<file path="config.mk">
export PLATFORM = sky130hd
export DESIGN_NAME = spi_ram_arbiter_flat
export DESIGN_NICKNAME = d
export VERILOG_FILES = /design/src/rtl/spi_ram_arbiter_if.sv /design/src/rtl/spi_ram_arbiter.sv /design/src/flat_wrapper.sv
export SDC_FILE = /design/constraint.sdc
export NUM_CORES = 1
export LEC_CHECK = 0
export BUFFER_PORTS_ARGS = -buffer_cell sky130_fd_sc_hd__buf_2
export CORE_MARGIN = 3
export CORE_UTILIZATION = 53
export DETAILED_ROUTE_END_ITERATION = 8
export MAX_ROUTING_LAYER = met4
export PLACE_DENSITY = 0.77
export SYNTH_ARGS = -nofsm -noshare
export SYNTH_HDL_FRONTEND = slang
export SYNTH_SLANG_ARGS = --single-unit
export TNS_END_PERCENT = 50
</file>
<file path="constraint.sdc">
create_clock -name clk -period 2 [get_ports clk]
set_input_delay 0.3 -clock clk [delete_from_list [all_inputs] [get_ports clk]]
set_output_delay 0.3 -clock clk [all_outputs]
set_load 0.05 [all_outputs]
</file>
<file path="src/rtl/spi_ram_arbiter_if.sv">
`default_nettype none
// ============================================================================
//  spi_ram_arbiter_if : request/response ports and SPI pins of spi_ram_arbiter
//  Revision: 1.0
// ============================================================================
interface spi_ram_arbiter_if;
   logic        fetch_req;
   logic [23:0] fetch_addr;
   logic [15:0] fetch_rdata;
   logic        fetch_ack;
   logic        data_req;
   logic        data_we;
   logic [23:0] data_addr;
   logic [15:0] data_wdata;
   logic [15:0] data_rdata;
   logic        data_ack;
   logic        busy;
   logic        spi_select;
   logic        spi_clk;
   logic        spi_mosi;
   logic        spi_miso;

   modport slave (
      input  fetch_req, fetch_addr, data_req, data_we, data_addr, data_wdata, spi_miso,
      output fetch_rdata, fetch_ack, data_rdata, data_ack, busy, spi_select, spi_clk, spi_mosi
   );

   modport master (
      output fetch_req, fetch_addr, data_req, data_we, data_addr, data_wdata, spi_miso,
      input  fetch_rdata, fetch_ack, data_rdata, data_ack, busy, spi_select, spi_clk, spi_mosi
   );
endinterface
`default_nettype wire

</file>
<file path="src/rtl/spi_ram_arbiter.sv">
`default_nettype none
// ============================================================================
//  spi_ram_arbiter : round-robin fetch/data arbiter driving one SPI SRAM bus
//  Revision: 1.0
// ============================================================================
module spi_ram_arbiter (
   input  logic              clk,
   input  logic              rst,
   spi_ram_arbiter_if.slave  bus_io
);
   typedef enum logic [1:0] {
      IDLE  = 2'd0,
      SHIFT = 2'd1,
      DONE  = 2'd2
   } state_t;

   localparam logic [7:0] CMD_READ  = 8'h03;
   localparam logic [7:0] CMD_WRITE = 8'h02;

   state_t      state_q, state_d;
   logic [47:0] shift_q, shift_d;
   logic [5:0]  idx_q, idx_d;
   logic        phase_q, phase_d;
   logic        rd_q, rd_d;
   // Port of the transaction in flight; doubles as the round-robin pointer.
   logic        gnt_data_q, gnt_data_d;
   logic [14:0] rx_q, rx_d;
   logic [15:0] fetch_rdata_q, fetch_rdata_d;
   logic [15:0] data_rdata_q, data_rdata_d;
   logic        pick_data;
   logic [15:0] rx_next;

   always_ff @(posedge clk) begin
      if (rst) begin
         state_q       <= IDLE;
         shift_q       <= '0;
         idx_q         <= '0;
         phase_q       <= 1'b0;
         rd_q          <= 1'b0;
         gnt_data_q    <= 1'b0;
         rx_q          <= '0;
         fetch_rdata_q <= '0;
         data_rdata_q  <= '0;
      end else begin
         state_q       <= state_d;
         shift_q       <= shift_d;
         idx_q         <= idx_d;
         phase_q       <= phase_d;
         rd_q          <= rd_d;
         gnt_data_q    <= gnt_data_d;
         rx_q          <= rx_d;
         fetch_rdata_q <= fetch_rdata_d;
         data_rdata_q  <= data_rdata_d;
      end
   end

   always_comb begin
      state_d       = state_q;
      shift_d       = shift_q;
      idx_d         = idx_q;
      phase_d       = phase_q;
      rd_d          = rd_q;
      gnt_data_d    = gnt_data_q;
      rx_d          = rx_q;
      fetch_rdata_d = fetch_rdata_q;
      data_rdata_d  = data_rdata_q;
      pick_data     = bus_io.data_req && (!bus_io.fetch_req || !gnt_data_q);
      rx_next       = {rx_q, bus_io.spi_miso};

      case (state_q)
         IDLE: begin
            if (bus_io.fetch_req || bus_io.data_req) begin
               gnt_data_d = pick_data;
               if (pick_data) begin
                  rd_d    = !bus_io.data_we;
                  shift_d = {bus_io.data_we ? CMD_WRITE : CMD_READ, bus_io.data_addr,
                             bus_io.data_we ? bus_io.data_wdata : 16'h0000};
               end else begin
                  rd_d    = 1'b1;
                  shift_d = {CMD_READ, bus_io.fetch_addr, 16'h0000};
               end
               idx_d   = 6'd47;
               phase_d = 1'b0;
               state_d = SHIFT;
            end
         end
         SHIFT: begin
            if (!phase_q) begin
               phase_d = 1'b1;
            end else begin
               phase_d = 1'b0;
               shift_d = {shift_q[46:0], 1'b0};
               if (rd_q && (idx_q <= 6'd15)) begin
                  rx_d = rx_next[14:0];
               end
               if (idx_q == 6'd0) begin
                  state_d = DONE;
                  // Final bit goes straight into rdata so it is visible during DONE.
                  if (rd_q) begin
                     if (gnt_data_q) begin
                        data_rdata_d = rx_next;
                     end else begin
                        fetch_rdata_d = rx_next;
                     end
                  end
               end else begin
                  idx_d = idx_q - 6'd1;
               end
            end
         end
         DONE: begin
            state_d = IDLE;
         end
         default: begin
            state_d = IDLE;
         end
      endcase
   end

   assign bus_io.spi_select  = (state_q != SHIFT);
   assign bus_io.spi_clk     = (state_q == SHIFT) && phase_q;
   assign bus_io.spi_mosi    = (state_q == SHIFT) && shift_q[47];
   assign bus_io.busy        = (state_q != IDLE);
   assign bus_io.fetch_ack   = (state_q == DONE) && !gnt_data_q;
   assign bus_io.data_ack    = (state_q == DONE) && gnt_data_q;
   assign bus_io.fetch_rdata = fetch_rdata_q;
   assign bus_io.data_rdata  = data_rdata_q;
endmodule
`default_nettype wire
</file>
<file path="src/flat_wrapper.sv">
// flat-port wrapper written by rule: the top's interface ports become plain ports
module spi_ram_arbiter_flat 
  (clk, rst, bus_io_fetch_req, bus_io_fetch_addr, bus_io_data_req, bus_io_data_we, bus_io_data_addr, bus_io_data_wdata, bus_io_spi_miso, bus_io_fetch_rdata, bus_io_fetch_ack, bus_io_data_rdata, bus_io_data_ack, bus_io_busy, bus_io_spi_select, bus_io_spi_clk, bus_io_spi_mosi);
  spi_ram_arbiter_if bus_io_i ();
  input  logic clk;
  input  logic rst;
  input wire logic [$bits(bus_io_i.fetch_req)-1:0] bus_io_fetch_req;
  input wire logic [$bits(bus_io_i.fetch_addr)-1:0] bus_io_fetch_addr;
  input wire logic [$bits(bus_io_i.data_req)-1:0] bus_io_data_req;
  input wire logic [$bits(bus_io_i.data_we)-1:0] bus_io_data_we;
  input wire logic [$bits(bus_io_i.data_addr)-1:0] bus_io_data_addr;
  input wire logic [$bits(bus_io_i.data_wdata)-1:0] bus_io_data_wdata;
  input wire logic [$bits(bus_io_i.spi_miso)-1:0] bus_io_spi_miso;
  output wire logic [$bits(bus_io_i.fetch_rdata)-1:0] bus_io_fetch_rdata;
  output wire logic [$bits(bus_io_i.fetch_ack)-1:0] bus_io_fetch_ack;
  output wire logic [$bits(bus_io_i.data_rdata)-1:0] bus_io_data_rdata;
  output wire logic [$bits(bus_io_i.data_ack)-1:0] bus_io_data_ack;
  output wire logic [$bits(bus_io_i.busy)-1:0] bus_io_busy;
  output wire logic [$bits(bus_io_i.spi_select)-1:0] bus_io_spi_select;
  output wire logic [$bits(bus_io_i.spi_clk)-1:0] bus_io_spi_clk;
  output wire logic [$bits(bus_io_i.spi_mosi)-1:0] bus_io_spi_mosi;
  assign bus_io_i.fetch_req = bus_io_fetch_req;
  assign bus_io_i.fetch_addr = bus_io_fetch_addr;
  assign bus_io_i.data_req = bus_io_data_req;
  assign bus_io_i.data_we = bus_io_data_we;
  assign bus_io_i.data_addr = bus_io_data_addr;
  assign bus_io_i.data_wdata = bus_io_data_wdata;
  assign bus_io_i.spi_miso = bus_io_spi_miso;
  assign bus_io_fetch_rdata = bus_io_i.fetch_rdata;
  assign bus_io_fetch_ack = bus_io_i.fetch_ack;
  assign bus_io_data_rdata = bus_io_i.data_rdata;
  assign bus_io_data_ack = bus_io_i.data_ack;
  assign bus_io_busy = bus_io_i.busy;
  assign bus_io_spi_select = bus_io_i.spi_select;
  assign bus_io_spi_clk = bus_io_i.spi_clk;
  assign bus_io_spi_mosi = bus_io_i.spi_mosi;
  spi_ram_arbiter u_core (.clk(clk), .rst(rst), .bus_io(bus_io_i));
endmodule
</file>
==> impl_metrics.ini <==
[clock_tree]
clock_latency_ns = 0.36
cts.clk_slew.worst_paths_ns = 0.10
cts_tree = yes
clock_path_buffers = 2
ctsRootBufferMaster = clkbuf_8
numCtsBuffers = 9
cts_sinks = 106
holdBufCountCts = 0
htree_num_levels = 3

[power_and_ir_drop]
p_switching_mw = 1.16
ir_drop_mv = 0.412
leakagePower_nw = 2.53
pwr-share-clk = 0.301
p_comb_frac = 0.145
p_int_mw = 2.95
power.density_nw_per_um2 = 767
power.share.sequential = 0.554
swShare = 0.283

[sta]
fin_crit_ns = 1.91
skew_ns = 0.0128
worstMarginPinSlew_ns = 0.852
hold_viol = 0
setup_ws_ns = 0.0888
final_max_slew_viol_count = 0
finalCritPeriodShare = 0.956
setup_viol = 0
max_freq_mhz = 523
slew_headroom = 0.430
rsz0062_at_grt = no

[setup_path]
crit_arrival_ns = 1.61
critPathSlowestCell = dfxtp_1
critical_path_class = flip-flop to output port
start_kind = flip-flop
path_common_cell = buf_4
crit_fanout = 10
required_ns = 1.70
critPathCaptureType = output port
cp_slowest_stage_delay_ns = 0.34
crit_path_cell_trace = buf_4, nand3b_4, inv_2, buf_4, buf_2

[synthesis]
synth_cells = 499
synth_area_per_cell_um2 = 9.08
yosysUniqueCellTypes = 47
ys_top_cells_by_area = dfxtp_1 47%, mux2i_1 7.1%, nand2_1 7.0%
yosysWarningCount = 0
ys_ff_latch = 106
synth.most_common_cell = dfxtp_1
synth_edf_count = 0
ys.flop_type = dfxtp_1
syn-cell-area_um2 = 4530
yosys.area.top_type_share = 0.468
synth_top_cell_by_area = dfxtp_1
async_reset_ff_frac = 0
synth_top_cells_by_count = 106 x dfxtp_1, 84 x nand2_1, 47 x nor2_1, 32 x mux2i_1, 30 x nand3_1
syn-num-nets = 571
ys_seq_area_frac = 0.468

[global_route]
grt_pass1_wl_um = 17100
grt_use_met1 = 0.274
track_usage = 0.216
met3_usage = 0.0318
grt_most_used_layer = met2
grt_pass1_vias = 3824
grt_max_degree = 43
grtUsageMet2 = 0.347
antenna_found_initial = 0
grt_overflow = 0

[die]
num_rows = 33
core_um2 = 8260
initial_core_util = 0.549
io_pins = 108
die-area_um2 = 9690
die_h_um = 98.5
die_w_um = 98.5

[route]
routedWlPerCell_um = 14.2
vias = 3918
firstDrtPassIters = 5
routed_via_density = 5.53
ant_nets = 0
totalWireLength_um = 10000
first_iter_violations = 134
drc = 0

[status]
run_status = finished clean

[place]
dp_slack_ns = -0.131
dpl.hpwl_um = 7120
place_congestion = 0.820
dp.cells = 692
port_buffers = 107

[job]
drv_cap = 0

[final_layout]
final_util = 0.649
drive_gt1_frac = 0.259
fin_cells = 708
final_nets = 670
area_growth_pct = 18.2
diodes = 0

[worst_hold_path]
holdCritPathClass = primary input to flip-flop
cells in the final DEF (no fill, tap or decap), drive strengths merged, types with 5 or more instances in the layout:
master | synthesis | final
nor3 | 5 | 5
a22oi | 6 | 6
mux2i | 32 | 32
buf | 16 | 126
nand2 | 84 | 84
a21oi | 26 | 26
a21o | 24 | 24
and2 | 17 | 17
a221o | 15 | 15
inv | 8 | 11
clkbuf | 23 | 10
nand3 | 30 | 30
a32o | 24 | 24
nor2 | 48 | 48
dfxtp | 106 | 106
worst paths after layout:
kind,slack (ns),from,depth (start not counted),end
hold / removal,0.15,bus_io_data_wdata[7],2,u_core.shift_q[7]
setup reg to reg,0.21,u_core.idx_q[0],7,u_core.bus_io.fetch_rdata[12]
setup / recovery,0.09,u_core.state_q[1],5,bus_io_spi_clk
hold reg to reg,0.46,u_core.shift_q[0],2,u_core.shift_q[0]
critical path, delay by kind of cell (launching register included):
family                 cells  cell delay [ns]
buffers and inverters      4             0.72
AND/OR/NAND/NOR            1             0.19
flip-flops                 1             0.34
logic make-up after synthesis:
| kind of cell | after synthesis | share of synthesized area |
|---|---|---|
| DFF | 106 | 0.468 |
| and+or+nand+nor | 202 | 0.212 |
| AOI/OAI and AO/OA | 110 | 0.191 |
| buffers and inverters | 47 | 0.0533 |
| muxes | 32 | 0.0707 |
| adders and majority gates | 2 | 0.00552 |
sequential cells by signal, indices dropped and copies added, names as in the netlist:
name and flops:
u_core.bus_io.data_rdata 16, u_core.bus_io.fetch_rdata 16, u_core.gnt_data_q 1, u_core.idx_q 6, u_core.phase_q 1, u_core.rd_q 1, u_core.rx_q 15, u_core.shift_q 48
u_core.state_q 2
per-stage QoR:
step	area, µm²	setup TNS [ns]	power [mW]	hold WS (ns)
floorplan	4530	0	2.74	0.416
global placement	5160	-0.636	2.89	0.437
detailed placement	5160	-1.78	2.92	0.444
CTS	5350	0	4.13	0.145
global route	5360	0	4.30	0.153
finish	5360	0	4.11	0.154
routing by layer:
| layer | vias to the layer above | part of all wire |
|---|---|---|
| met3 | 21 | 0.037 |
| met1 | 1849 | 0.45 |
| met4 | 0 | 0.021 |
| met2 | 86 | 0.49 |
| met5 | - | 0 |
| li1 | 1962 | - |
power groups by stage:
stage,clock network [mW],logic (mW),registers (mW)
2_1_floorplan,0,0.435,2.30
3_5_place_dp,0,0.594,2.32
3_3_place_gp,0,0.570,2.32
4_1_cts,1.26,0.597,2.27
5_1_grt,1.35,0.668,2.29
6_report,1.24,0.596,2.28
what timing repair did:
item                       in CTS  in global routing
buffers inserted                0                  0
setup endpoints to repair      15                  2
gates resized for setup         1                  3
final cells by class:
cell class,count,area (µm²)
tap,105,131
multi-input combinational,346,2170
clock buffer,9,124
inverter,8,30.0
timing repair buffer,127,716
clock inverter,7,61.3
fill,724,2900
sequential,106,2120
Note: power is estimated with default switching activity, not from simulation.
